==> config.mk <==
export PLATFORM = sky130hd
export DESIGN_NAME = board_step_ctrl
export DESIGN_NICKNAME = d
export VERILOG_FILES = /design/src/rtl/board_step_ctrl.sv
export SDC_FILE = /design/constraint.sdc
export NUM_CORES = 1
export LEC_CHECK = 0
export BUFFER_PORTS_ARGS = -buffer_cell sky130_fd_sc_hd__buf_2
export CAP_MARGIN = 20
export CORE_UTILIZATION = 44
export CTS_CLUSTER_SIZE = 14
export DETAILED_ROUTE_END_ITERATION = 8
export PLACE_DENSITY = 0.81
export SLEW_MARGIN = 20
export SYNTH_ARGS = -nofsm -noshare
export SYNTH_HDL_FRONTEND = slang
export SYNTH_SLANG_ARGS = --single-unit
==> constraint.sdc <==
create_clock -name clk_100MHz -period 1.99 [get_ports clk_100MHz]
set_input_delay 0.199 -clock clk_100MHz [delete_from_list [all_inputs] [get_ports clk_100MHz]]
set_output_delay 0.199 -clock clk_100MHz [all_outputs]
set_load 0.005 [all_outputs]
==> src/rtl/board_step_ctrl.sv <==
// Board front end: debounces the step push-button into a single-cycle step pulse,
// counts accepted presses and drives a switch-selected debug byte onto the LEDs.
module board_step_ctrl #(
   parameter int DEB_CYCLES = 1_000_000,
   parameter int CNT_W      = 20
) (
   input  logic        clk_100MHz,
   input  logic        rst,
   input  logic        btn,
   input  logic [2:0]  SW,
   input  logic [7:0]  pc_in,
   input  logic [31:0] instr_in,
   input  logic [31:0] alu_in,
   output logic        step,
   output logic [7:0]  step_cnt,
   output logic [7:0]  LED
);

   typedef enum logic [1:0] {
      IDLE       = 2'd0,
      DB_PRESS   = 2'd1,
      HELD       = 2'd2,
      DB_RELEASE = 2'd3
   } state_t;

   localparam logic [CNT_W-1:0] CNT_LAST = CNT_W'(DEB_CYCLES - 1);

   logic [1:0]       sync_r;
   logic             btn_s;
   state_t           state_r;
   logic [CNT_W-1:0] cnt_r;
   logic             step_r;
   logic [7:0]       step_cnt_r;
   logic [7:0]       led_r;
   logic [7:0]       led_nxt_s;

   assign btn_s    = sync_r[1];
   assign step     = step_r;
   assign step_cnt = step_cnt_r;
   assign LED      = led_r;

   // Two-flop synchronizer for the asynchronous button
   always_ff @(posedge clk_100MHz or negedge rst) begin
      if (!rst) begin
         sync_r <= 2'b00;
      end else begin
         sync_r <= {sync_r[0], btn};
      end
   end

   // Debounce FSM; step fires only on the press-accept transition
   always_ff @(posedge clk_100MHz or negedge rst) begin
      if (!rst) begin
         state_r <= IDLE;
         cnt_r   <= '0;
         step_r  <= 1'b0;
      end else begin
         step_r <= 1'b0;
         case (state_r)
            IDLE: begin
               if (btn_s) begin
                  state_r <= DB_PRESS;
                  cnt_r   <= '0;
               end
            end
            DB_PRESS: begin
               if (!btn_s) begin
                  state_r <= IDLE;
               end else if (cnt_r == CNT_LAST) begin
                  state_r <= HELD;
                  step_r  <= 1'b1;
               end else begin
                  cnt_r <= cnt_r + CNT_W'(1);
               end
            end
            HELD: begin
               if (!btn_s) begin
                  state_r <= DB_RELEASE;
                  cnt_r   <= '0;
               end
            end
            DB_RELEASE: begin
               if (btn_s) begin
                  state_r <= HELD;
               end else if (cnt_r == CNT_LAST) begin
                  state_r <= IDLE;
               end else begin
                  cnt_r <= cnt_r + CNT_W'(1);
               end
            end
            default: begin
               state_r <= IDLE;
               cnt_r   <= '0;
            end
         endcase
      end
   end

   // Press counter, wraps silently at 256
   always_ff @(posedge clk_100MHz or negedge rst) begin
      if (!rst) begin
         step_cnt_r <= 8'd0;
      end else if (step_r) begin
         step_cnt_r <= step_cnt_r + 8'd1;
      end else begin
         step_cnt_r <= step_cnt_r;
      end
   end

   // Fully decoded LED source select
   always_comb begin
      led_nxt_s = 8'd0;
      case (SW)
         3'd0:    led_nxt_s = pc_in;
         3'd1:    led_nxt_s = instr_in[7:0];
         3'd2:    led_nxt_s = instr_in[15:8];
         3'd3:    led_nxt_s = instr_in[23:16];
         3'd4:    led_nxt_s = instr_in[31:24];
         3'd5:    led_nxt_s = alu_in[7:0];
         3'd6:    led_nxt_s = alu_in[15:8];
         3'd7:    led_nxt_s = step_cnt_r;
         default: led_nxt_s = 8'd0;
      endcase
   end

   // LED output register
   always_ff @(posedge clk_100MHz or negedge rst) begin
      if (!rst) begin
         led_r <= 8'd0;
      end else begin
         led_r <= led_nxt_s;
      end
   end

endmodule

==> results of run 1 <==
==> layer usage <==
layer  vias up  global-route usage, %  wire length (um)
li1       1038                      -                 -
met1      1040                   26.1              2480
met2        85                   39.7              3080
met3        18                   5.29               456
met4         0                   11.1               170
met5         -                      0                 0
==> power by group through the flow <==
stage | clock [mW] | combinational [mW] | sequential, mW
after floorplan | 0 | 0.147 | 0.908
after global placement | 0 | 0.295 | 0.897
after detailed placement | 0 | 0.306 | 0.897
after CTS | 0.590 | 0.315 | 0.881
after global routing | 0.610 | 0.361 | 0.886
final | 0.572 | 0.328 | 0.881
==> repair_timing <==
| item | 4_1_cts | 5_1_grt |
|---|---|---|
| gates resized for setup | 14 | 23 |
| pin swaps | 9 | 5 |
| hold buffers | 1 | 0 |
| endpoints found under the hold margin | 41 | 0 |
| setup endpoints to repair | 20 | 20 |
==> worst max path at each step <==
stage	end	slack, ns
3_5_place_dp	cnt_r[4]	-0.24
6_report	cnt_r[10]	-0.17
5_1_grt	cnt_r[15]	-0.24
2_1_floorplan	cnt_r[13]	-0.14
3_3_place_gp	cnt_r[1]	-0.17
4_1_cts	cnt_r[13]	-0.15
==> state kept, by name (all words and copies together) (netlist names), named ones only <==
name and cells:
LED 8, cnt_r 20, state_r 1, sync_r 2, step 1, step_cnt 8
==> layout make-up <==
| type | instances | area (um^2) | share of cell area (%) |
|---|---|---|---|
| multi-input combinational | 157 | 1430 | 43.0 |
| sequential | 41 | 1030 | 30.9 |
| timing repair buffer | 109 | 652 | 19.7 |
| tap | 70 | 87.6 | 2.64 |
| clock buffer | 6 | 82.6 | 2.49 |
| inverter | 8 | 30.0 | 0.905 |
| clock inverter | 2 | 13.8 | 0.415 |
==> stage by stage <==
step / area [um^2] / hold slack [ns] / setup WS (ns) / util (%) / instances
after floorplan: 2410 / -0.0966 / -0.138 / - / 217
after global routing: 3320 / 0.00187 / -0.235 / 64.1 / 393
after detailed placement: 3040 / 0.290 / -0.243 / 58.8 / 384
after CTS: 3200 / 0.000517 / -0.151 / 61.8 / 393
final: 3320 / 0.00251 / -0.165 / 64.1 / 393
after global placement: 3040 / 0.284 / -0.172 / 58.8 / 384
==> cells in the mapped netlist, types with 2 or more instances <==
master	n	area share, %
a21o_1	3	0.94
a21oi_1	6	1.3
a31oi_1	2	0.52
and3_1	2	0.52
buf_1	3	0.47
buf_6	3	1.4
clkbuf_1	4	0.63
dfrtp_1	41	43
ha_1	2	1.0
inv_1	7	1.1
mux2_2	9	4.2
mux2i_1	5	2.1
mux4_2	13	12
nand2_1	22	3.4
nand2b_1	2	0.52
nand3_1	22	4.6
nand4_1	8	2.1
nor2_1	6	0.94
nor2b_1	2	0.52
nor3_1	3	0.63
nor3b_1	3	0.94
nor4_1	3	0.78
o21ai_0	6	1.3
o311ai_1	5	1.8
or3_1	5	1.3
xnor2_1	4	1.5
xor2_1	4	1.5
==> kinds of logic after synthesis <==
group	count (synthesis)	synth area share [%]
AO/OA/AOI/OAI	34	11.2
XOR/XNOR	8	2.92
adder cells (fa/ha/maj)	2	1.04
buffers and inverters	19	4.07
flip-flops	41	42.8
multiplexers	27	18.5
AND/OR/NAND/NOR	86	19.4
==> qor.yml, run 1 <==
power_and_ir_drop:
  relative_contribution_of_the_clock_network_to_total_power_pct: 32.1
  cellInternalPower_mw: 1.33
  cellPowerDensity_mw_per_mm2: 537
  share_seq_of_total_power_pct: 49.5
  totalPowerFinal_mw: 1.78
  p_leak_nw: 1.57
  comb_power_share_pct: 18.4
  sw_frac_of_total_pct: 25.4
  power.net_switching_uw: 453
  vdd_ir_drop_max_mv: 0.410
layout:
  insertedDiodeCount: 0
  commonest_non_fill_non_tap_cells_in_the_layout: "buf_2 (78), dfrtp_1 (41), buf_4 (23)"
  layout.filler_cells: 398
  layout.nets: 402
  flow.area_growth_from_synthesis_pct: 38.4
  most_common_cell_after_layout_fill_and_taps_aside: "buf_2"
  post_route_cells_drive_above_1_share_pct: 52.6
clock_network:
  cts_tree: "done"
  numCtsBuffers: 5
  clock_tree.htree_level_count: 2
  cts_max_path_buffers: 2
  clk_root_buffer_cell: "clkbuf_8"
  source_to_sink_clock_delay_at_the_later_pin_of_the_worst_skew_pair_ns: 0.30
  cts.reportedPaths.clkPinSlew_ns: 0.08
  post-cts-setup-buffer-count: 0
  clock_sink_total: 41
setup_path:
  critical-path-top-delay-family: "simple AND/OR/NAND/NOR gates"
  critical_path.max_fanout: 7
  worst-path-buf-inv: 1
  rrSetupSlack_ns: -0.17
  reg2reg_from: "cnt_r[11]"
  setup.worst_path.start: "cnt_r[11]"
  critPathRequiredTime_ns: 2.18
  timing.critical_path.to_type: "register"
  r2r_cells: 6
  slowest_stage: "or4b_4"
  worstSetupStartpointType: "register"
  timing.critical_path.slowest_cell_delay_ns: 0.54
  crit_path_kind: "register to register"
  worst_path_arrival_ns: 2.35
  crit-reg2reg-capture: "cnt_r[10]"
  worstPathCellList: "or4b_4 -> or3_4 -> o211ai_4 -> buf_4 -> nor3_1 -> a21o_1"
  crit_cells: 6
job:
  drv.max_cap_violation_count: 0
detailed_routing:
  final_antenna_net_count: 0
  drc: 0
  finalWirelength_mm: 6.20
  post_drt_wl_per_cell_um: 15.8
  via_count: 2181
  detailedRoute.firstPassIterationCount: 4
  detailedRoute.firstIterationViolations: 89
  post_drt_via_cell_ratio: 5.55
worst_hold_path:
  holdCritPathClass: "primary input to register"
  min_from: "btn"
  hold_path_depth: 1
  min_to: "sync_r[0]"
timing:
  setup-violations-final: 20
  setup_total_negative_slack_ns: -2.53
  grt_setup_unrepaired: "true"
  final_critical_path_share_of_the_clock_period_pct: 108
  skew_ns: 0.00874
  timing.final.hold_violations: 0
  rel_slew_slack_pct: 65.8
  worst_pin_slew_ns: 0.513
  crit_path_setup_slack_layout_ns: -0.165
  timing.final.max_slew_violations: 0
  min_period_ns: 2.16
  maxClockFrequency_mhz: 464
logic_synthesis:
  yosysUniqueCellTypes: 49
  mappedNetlistNets: 297
  synth_area_mm2: 0.00240
  post_synth_edffs: 0
  synthFlopType: "dfrtp_1"
  synth_cells: 217
  postSynthRegisterBits: 41
  synth_sequential_area_ratio_pct: 42.8
  synthesis.area_per_instance_um2: 11.0
  yosysWarningCount: 0
  postSynth.asyncResetShare_pct: 100
global_route:
  grt_start_max_net_pins: 42
  gr_ovfl_total: 0
  grt_pass1_vias: 2105
  gr-usage-all-layers_pct: 22.7
  antenna_found_initial: 0
  grt_pass1_wl_mm: 9.57
outcome:
  violations_in_the_final_reports: "setup timing"
  status: "finished, violations left"
floorplan:
  die_w_um: 75.8
  fp-row-count: 26
  die_area_mm2: 0.00574
  die_h_um: 75.8
  floorplan.initialDensity_pct: 46.3
  core_area_mm2: 0.00517
  total_i_o_pin_count: 95
placement:
  io_buffer_count: 78
  gp_congestion: 0.874
  detailed_place_hpwl_mm: 4.50
(Power assumes the default switching activity.)
==> run 2: changes to the inputs <==
--- a/config.mk
+++ b/config.mk
@@ -5,9 +5,12 @@
 export SDC_FILE = /design/constraint.sdc
 export NUM_CORES = 1
 export LEC_CHECK = 0
+export ABC_CLOCK_PERIOD_IN_PS = 1990
 export BUFFER_PORTS_ARGS = -buffer_cell sky130_fd_sc_hd__buf_2
 export CAP_MARGIN = 20
-export CORE_UTILIZATION = 44
+export CELL_PAD_IN_SITES_DETAIL_PLACEMENT = 0
+export CELL_PAD_IN_SITES_GLOBAL_PLACEMENT = 1
+export CORE_UTILIZATION = 33
 export CTS_CLUSTER_SIZE = 14
 export DETAILED_ROUTE_END_ITERATION = 8
 export PLACE_DENSITY = 0.81
==> run 2 against run 1 <==
  * Setup slack better by 0.054 ns
  * Fmax up 2.6%
  * Cell count up 7.4%
  * Combinational power about the same
  * Core utilization down 16 points
  * Total power up 7.4%
  * Non-clock buffer count up 3
  * Clock-buffer cell count unchanged
  * Critical path type unchanged
  * Hold slack better by 0.019 ns
  * Critical path depth down 1
  * The run still ends with setup timing left
  * Clock power up 23%
==> qor.yml, run 2 (same netlist as run 1, synthesis figures left out) <==
setup_path:
  slowest_stage: "or4b_4"
  setup.worst_path.start: "cnt_r[12]"
  worstSetupStartpointType: "register"
  rrSetupSlack_ns: -0.11  # +0.05 ns
  timing.critical_path.to_type: "register"
  setup_crit_end: "cnt_r[13]"
  worst-path-buf-inv: 0  # -1
  crit_path_kind: "register to register"
  r2r_cells: 5  # -1
  critPathRequiredTime_ns: 2.16  # -0.02 ns
  crit-reg2reg-capture: "cnt_r[13]"
  critical_path.max_fanout: 5  # -2
  critical-path-top-delay-family: "simple AND/OR/NAND/NOR gates"
  reg2reg_from: "cnt_r[12]"
  crit_cells: 5  # -1
  worstPathCellList: "or4b_4 -> or3_4 -> o211ai_4 -> nor3b_1 -> a221o_2"
  timing.critical_path.slowest_cell_delay_ns: 0.54  # about the same
  worst_path_arrival_ns: 2.27  # -0.08 ns
layout:
  final_core_util_pct: 48.0  # -16 points
  design_area_mm2: 0.00331  # -0.11%
  commonest_non_fill_non_tap_cells_in_the_layout: "buf_2 (78), dfrtp_1 (41), buf_4 (26)"
  post_route_cells_drive_above_1_share_pct: 49.1  # -3.6 points
  insertedDiodeCount: 0  # unchanged
  layout.nets: 405  # +0.75%
  flow.area_growth_from_synthesis_pct: 38.3
  regMostFlops: "cnt_r"
  largest_register_ff_count: 20  # unchanged
  final-instance-count-excl-fill: 422  # +7.4%
  final-seq-area_mm2: 0.00103  # unchanged
  layout.filler_cells: 667  # +68%
  most_common_cell_after_layout_fill_and_taps_aside: "buf_2"
  multiInputGateArea_mm2: 0.00132  # -7.2%
timing:
  grt_setup_unrepaired: "true"
  maxClockFrequency_mhz: 476  # +2.6%
  crit_path_setup_slack_layout_ns: -0.111  # +0.0540 ns
  timing.final.max_slew_violations: 0  # unchanged
  finalHoldWorstSlack_ns: 0.0212  # +0.0187 ns
  rel_slew_slack_pct: 68.5  # +2.6 points
  setup-violations-final: 20  # unchanged
  worst_pin_slew_ns: 0.473  # -0.0396 ns
  timing.final.hold_violations: 0  # unchanged
  min_period_ns: 2.10  # -0.0540 ns
  final_critical_path_share_of_the_clock_period_pct: 106  # -2.7 points
  skew_ns: 0.00762  # -0.00112 ns
floorplan:
  die_w_um: 87.2  # +15%
  fp-row-count: 30  # +15%
  floorplan.initialDensity_pct: 34.7  # -12 points
  die_area_mm2: 0.00761  # +32%
  die_h_um: 87.2  # +15%
  core_area_mm2: 0.00691  # +34%
  total_i_o_pin_count: 95  # unchanged
global_route:
  grt_pass1_vias: 2181  # +3.6%
  grt_pass1_wl_mm: 10.1  # +5.8%
  gr-usage-all-layers_pct: 17.2  # -5.5 points
  gr_ovfl_total: 0  # unchanged
  antenna_found_initial: 0  # unchanged
  grt_start_max_net_pins: 25  # -40%
clock_network:
  cts_max_path_buffers: 2  # unchanged
  source_to_sink_clock_delay_at_the_later_pin_of_the_worst_skew_pair_ns: 0.29  # about the same
  numCtsBuffers: 5  # unchanged
  clk_root_buffer_cell: "clkbuf_8"
  clock_sink_total: 41  # unchanged
  cts.reportedPaths.clkPinSlew_ns: 0.08  # about the same
  clock_tree.htree_level_count: 2  # unchanged
  cts_tree: "done"
placement:
  placed_cell_area_mm2: 0.00310  # +1.9%
  io_buffer_count: 78  # unchanged
  dpl.cell_count: 410  # +6.8%
  gp_congestion: 0.886  # +1.4%
  detailed_place_hpwl_mm: 4.77  # +6.2%
outcome:
  violations_in_the_final_reports: "setup timing"
  status: "finished, violations left"
job:
  drv.max_cap_violation_count: 0  # unchanged
power_and_ir_drop:
  vdd_ir_drop_max_mv: 0.320  # -22%
  cellPowerDensity_mw_per_mm2: 577  # +7.5%
  p_leak_nw: 1.55  # -1.3%
  totalPowerFinal_mw: 1.91  # +7.4%
detailed_routing:
  detailedRoute.firstIterationViolations: 89  # unchanged
  detailedRoute.firstPassIterationCount: 4  # unchanged
  post_drt_wl_per_cell_um: 14.8  # -5.9%
  final_antenna_net_count: 0  # unchanged
  drc: 0  # unchanged
  post_drt_via_cell_ratio: 5.13  # -7.6%
  via_count: 2163  # -0.83%
  finalWirelength_mm: 6.26  # +1.0%
worst_hold_path:
  holdCritPathClass: "primary input to register"
[run 2: cell types whose count changed in the layout (fill, tap and decap cells not counted), moves of 2 or more]
| cell | delta |
|---|---|
| nand2_1 | +5 |
| nand2_4 | -4 |
| buf_4 | +3 |
| nand3_1 | +3 |
| buf_12 | +2 |
| buf_6 | -2 |
| nand3_2 | -2 |
| o311ai_1 | +2 |
| o311ai_4 | -2 |
[run 2: cell type report]
class | instances | share of cell area [%]
clock inverter | 2 | 1.13
tap | 96 | 3.63
clock buffer | 6 | 2.49
multi-input combinational | 157 | 39.9
sequential | 41 | 31.0
inverter | 8 | 0.982
timing repair buffer | 112 | 20.9
[run 2: worst min-delay path by stage]
| stage | endpoint | slack [ns] | from | cells past startpoint |
|---|---|---|---|---|
| 2_1_floorplan | LED[0] | -0.1 | rst | 0 |
| 3_3_place_gp | LED[7] | 0.18 | rst | 1 |
| 3_5_place_dp | LED[5] | 0.18 | rst | 1 |
| 4_1_cts | sync_r[0] | 0.01 | btn | 1 |
| 5_1_grt | sync_r[0] | 0.009 | btn | 1 |
| 6_report | sync_r[0] | 0.02 | btn | 1 |
[run 2: per-stage QoR]
| step | TNS [ns] | worst slack [ns] |
|---|---|---|
| 4_1_cts | -1.32 | -0.114 |
| 3_5_place_dp | -2.04 | -0.152 |
| 3_3_place_gp | -1.60 | -0.122 |
| 6_report | -1.34 | -0.111 |
| 2_1_floorplan | -1.53 | -0.138 |
| 5_1_grt | -2.83 | -0.211 |
[run 2: report_power, final]
group | internal (mW) | leakage [nW] | switching [mW]
clock network | 0.408 | 0.0574 | 0.294
registers | 0.866 | 0.548 | 0.0149
logic | 0.186 | 0.946 | 0.144
total | 1.46 | 1.55 | 0.453
[run 2: what timing repair did]
action / in CTS / in global routing
setup buffers: 2 / 1
hold buffers: 1 / 0
hold endpoints to repair: 17 / 0
endpoints found under the setup margin: 19 / 20
pin swaps: 1 / 1
gates resized for setup: 14 / 2
[run 2: worst reg2reg max path, cell delays in order (launching register included)]
cell	delay (ns)
dfrtp_1	0.38
or4b_4	0.54
or3_4	0.42
o211ai_4	0.24
nor3b_1	0.08
a221o_2	0.32
[run 2: metal layers]
layer  routed length [um]  part of all wire [%]  vias up  GRT usage, %
li1                     -                     -     1036             -
met1                 2630                    42     1029          19.8
met2                 3060                    49       90          30.9
met3                  498                   8.0        8          4.93
met4                   68                   1.1        0          5.37
met5                    0                     0        -             0
==> run 3: changes to the inputs <==
--- a/config.mk
+++ b/config.mk
@@ -11,9 +11,9 @@
 export CELL_PAD_IN_SITES_DETAIL_PLACEMENT = 0
 export CELL_PAD_IN_SITES_GLOBAL_PLACEMENT = 1
 export CORE_UTILIZATION = 33
-export CTS_CLUSTER_SIZE = 14
+export CTS_CLUSTER_SIZE = 12
 export DETAILED_ROUTE_END_ITERATION = 8
-export PLACE_DENSITY = 0.81
+export PLACE_DENSITY = 0.76
 export SLEW_MARGIN = 20
 export SYNTH_ARGS = -nofsm -noshare
 export SYNTH_HDL_FRONTEND = slang
==> run 3 against run 2 <==
  * The flow still finishes with violations (setup timing)
  * Sequential cell count did not move
  * Critical path depth grew 1
  * Via count is 0.79% higher
  * Clock-buffer cell count unchanged
  * Clock skew about the same
  * Register-to-register slack is essentially flat
  * Cell count is 0.24% higher
  * Sequential power is essentially flat
  * Setup slack worse by 0.014 ns
  * Core utilization up 1.3 points
  * Sequential share of layout area fell by 0.80 points
  * Combinational power grew 2%
  * Highest routed layer unchanged
==> qor.yml, run 3 (same netlist as run 1, synthesis figures left out) <==
outcome:
  status: "finished, violations left"
  violations_in_the_final_reports: "setup timing"
detailed_routing:
  finalWirelength_mm: 6.46  # +3.2%
  topRoutingLayerUsed: "met4"
  drc: 0  # unchanged
  post_drt_wl_per_cell_um: 15.3  # +2.9%
  detailedRoute.firstIterationViolations: 105  # +18%
  met2RoutedLength_mm: 3.28  # +7.1%
  post_drt_via_cell_ratio: 5.15  # +0.55%
  detail_route_met3_wl_um: 439  # -12%
  final_antenna_net_count: 0  # unchanged
  detailedRoute.firstPassIterationCount: 4  # unchanged
  detail_route.wirelength.met1_mm: 2.71  # +3.0%
  via_count: 2180  # +0.79%
layout:
  final_core_util_pct: 49.2  # +1.3 points
  multiInputGateArea_mm2: 0.00142  # +7.3%
  largest_register_ff_count: 20  # unchanged
  most_common_cell_after_layout_fill_and_taps_aside: "buf_2"
  regMostFlops: "cnt_r"
  layout.nets: 407  # +0.49%
  post_route_cells_drive_above_1_share_pct: 55.7  # +6.6 points
  flow.area_growth_from_synthesis_pct: 41.9
  final-instance-count-excl-fill: 423  # +0.24%
  layout.filler_cells: 687  # +3.0%
  insertedDiodeCount: 0  # unchanged
  final-seq-area_mm2: 0.00103  # unchanged
  commonest_non_fill_non_tap_cells_in_the_layout: "buf_2 (78), dfrtp_1 (41), buf_4 (22)"
global_route:
  gr_ovfl_total: 0  # unchanged
  grt_pass1_wl_mm: 9.88  # -2.4%
  antenna_found_initial: 0  # unchanged
  grt_pass1_vias: 2088  # -4.3%
  gr-usage-all-layers_pct: 17.0  # -0.27 points
  grt_start_max_net_pins: 42  # +68%
clock_network:
  cts_max_path_buffers: 2  # unchanged
  cts.reportedPaths.clkPinSlew_ns: 0.07  # about the same
  cts_tree: "done"
  source_to_sink_clock_delay_at_the_later_pin_of_the_worst_skew_pair_ns: 0.29  # about the same
  numCtsBuffers: 5  # unchanged
  clock_tree.htree_level_count: 2  # unchanged
  clock_sink_total: 41  # unchanged
  clk_root_buffer_cell: "clkbuf_8"
placement:
  dpl.cell_count: 412  # +0.49%
  gp_congestion: 0.826  # -6.8%
  io_buffer_count: 78  # unchanged
  detailed_place_hpwl_mm: 4.61  # -3.5%
timing:
  setup_total_negative_slack_ns: -1.61  # -0.274 ns
  rel_slew_slack_pct: 63.9  # -4.6 points
  crit_path_setup_slack_layout_ns: -0.125  # -0.0141 ns
  setup-violations-final: 20  # unchanged
  skew_ns: 0.00736  # -0.000261 ns
  maxClockFrequency_mhz: 473  # -0.67%
  final_critical_path_share_of_the_clock_period_pct: 106  # +0.71 points
  grt_setup_unrepaired: "true"
  timing.final.max_slew_violations: 0  # unchanged
  timing.final.hold_violations: 0  # unchanged
  worst_pin_slew_ns: 0.542  # +0.0689 ns
  min_period_ns: 2.12  # +0.0141 ns
floorplan:
  die_h_um: 87.2  # unchanged
  die_area_mm2: 0.00761  # unchanged
  total_i_o_pin_count: 95  # unchanged
  die_w_um: 87.2  # unchanged
  fp-row-count: 30  # unchanged
  floorplan.initialDensity_pct: 34.7  # unchanged
  core_area_mm2: 0.00691  # unchanged
worst_hold_path:
  min_to: "sync_r[0]"
  holdCritPathClass: "primary input to register"
  min_from: "btn"
  hold_path_depth: 1  # unchanged
power_and_ir_drop:
  p_leak_nw: 1.58  # +1.6%
  vdd_ir_drop_max_mv: 0.264  # -18%
  cellPowerDensity_mw_per_mm2: 525  # -9.2%
setup_path:
  worst_path_arrival_ns: 2.35  # +0.08 ns
  worstSetupStartpointType: "register"
  r2r_cells: 6  # +1
  reg2reg_from: "cnt_r[10]"
  critPathRequiredTime_ns: 2.22  # +0.06 ns
  crit_path_kind: "register to register"
  timing.critical_path.to_type: "register"
  crit-reg2reg-capture: "cnt_r[10]"
  critical_path.max_fanout: 8  # +3
  rrSetupSlack_ns: -0.13  # about the same
job:
  drv.max_cap_violation_count: 0  # unchanged
[run 3: cell count changes in the layout (fill, tap and decap cells not counted), moves of 2 or more]
cell / before / now
o311ai_2: 1 / 3
buf_6: 5 / 12
buf_4: 26 / 22
nand3_2: 2 / 8
nand2_2: 1 / 7
a21oi_1: 3 / 1
nand2_1: 21 / 14
o311ai_1: 4 / 2
buf_12: 2 / 0
nand3_1: 20 / 14
[run 3: repair_timing]
item                                   4_1_cts  5_1_grt
buffers inserted                             2        1
endpoints found under the hold margin       34        0
hold buffers                                 1        0
setup endpoints to repair                   20       21
cloned                                       0        0
pin swaps                                   14        9
resized for setup                           27       21
[run 3: worst max-delay path, cell delays in order (launching register included)]
cell and delay [ns]:
dfrtp_1 0.38, or4b_4 0.53, or3_4 0.42, o31ai_4 0.33
buf_6 0.20, a21o_1 0.09, a21o_1 0.10
[run 3: through the flow]
stage	worst slack (ns)	total power, mW	cell area, um^2	hold slack (ns)
4_1_cts	-0.143	1.80	3300	0.0145
5_1_grt	-0.189	1.87	3400	0.00811
3_3_place_gp	-0.151	1.20	3090	0.305
3_5_place_dp	-0.181	1.21	3090	0.310
2_1_floorplan	-0.138	1.05	2410	-0.0966
6_report	-0.125	1.78	3400	0.0161
[run 3: routing by layer]
layer	vias up	global-route usage [%]
met5	-	0
met4	0	3.28
met3	6	3.70
met2	75	31.2
met1	1057	20.4
li1	1042	-
[run 3: layout make-up]
class,instances,area share (%)
clock buffer,6,2.43
clock inverter,1,0.221
inverter,8,0.883
multi-input combinational,157,41.7
sequential,41,30.2
tap,96,3.53
timing repair buffer,114,21.0
[run 3: worst max-delay path by stage]
| stage | start | to | slack, ns | cells past startpoint |
|---|---|---|---|---|
| 4_1_cts | cnt_r[11] | cnt_r[6] | -0.14 | 7 |
| 6_report | cnt_r[10] | cnt_r[10] | -0.13 | 6 |
| 2_1_floorplan | cnt_r[12] | cnt_r[13] | -0.14 | 5 |
| 3_5_place_dp | cnt_r[12] | cnt_r[15] | -0.18 | 6 |
| 3_3_place_gp | cnt_r[12] | cnt_r[7] | -0.15 | 6 |
| 5_1_grt | cnt_r[10] | cnt_r[10] | -0.19 | 6 |
[run 3: power breakdown]
group          switching (mW)  internal [mW]
clock                   0.291          0.274
combinational           0.146          0.190
sequential             0.0152          0.866
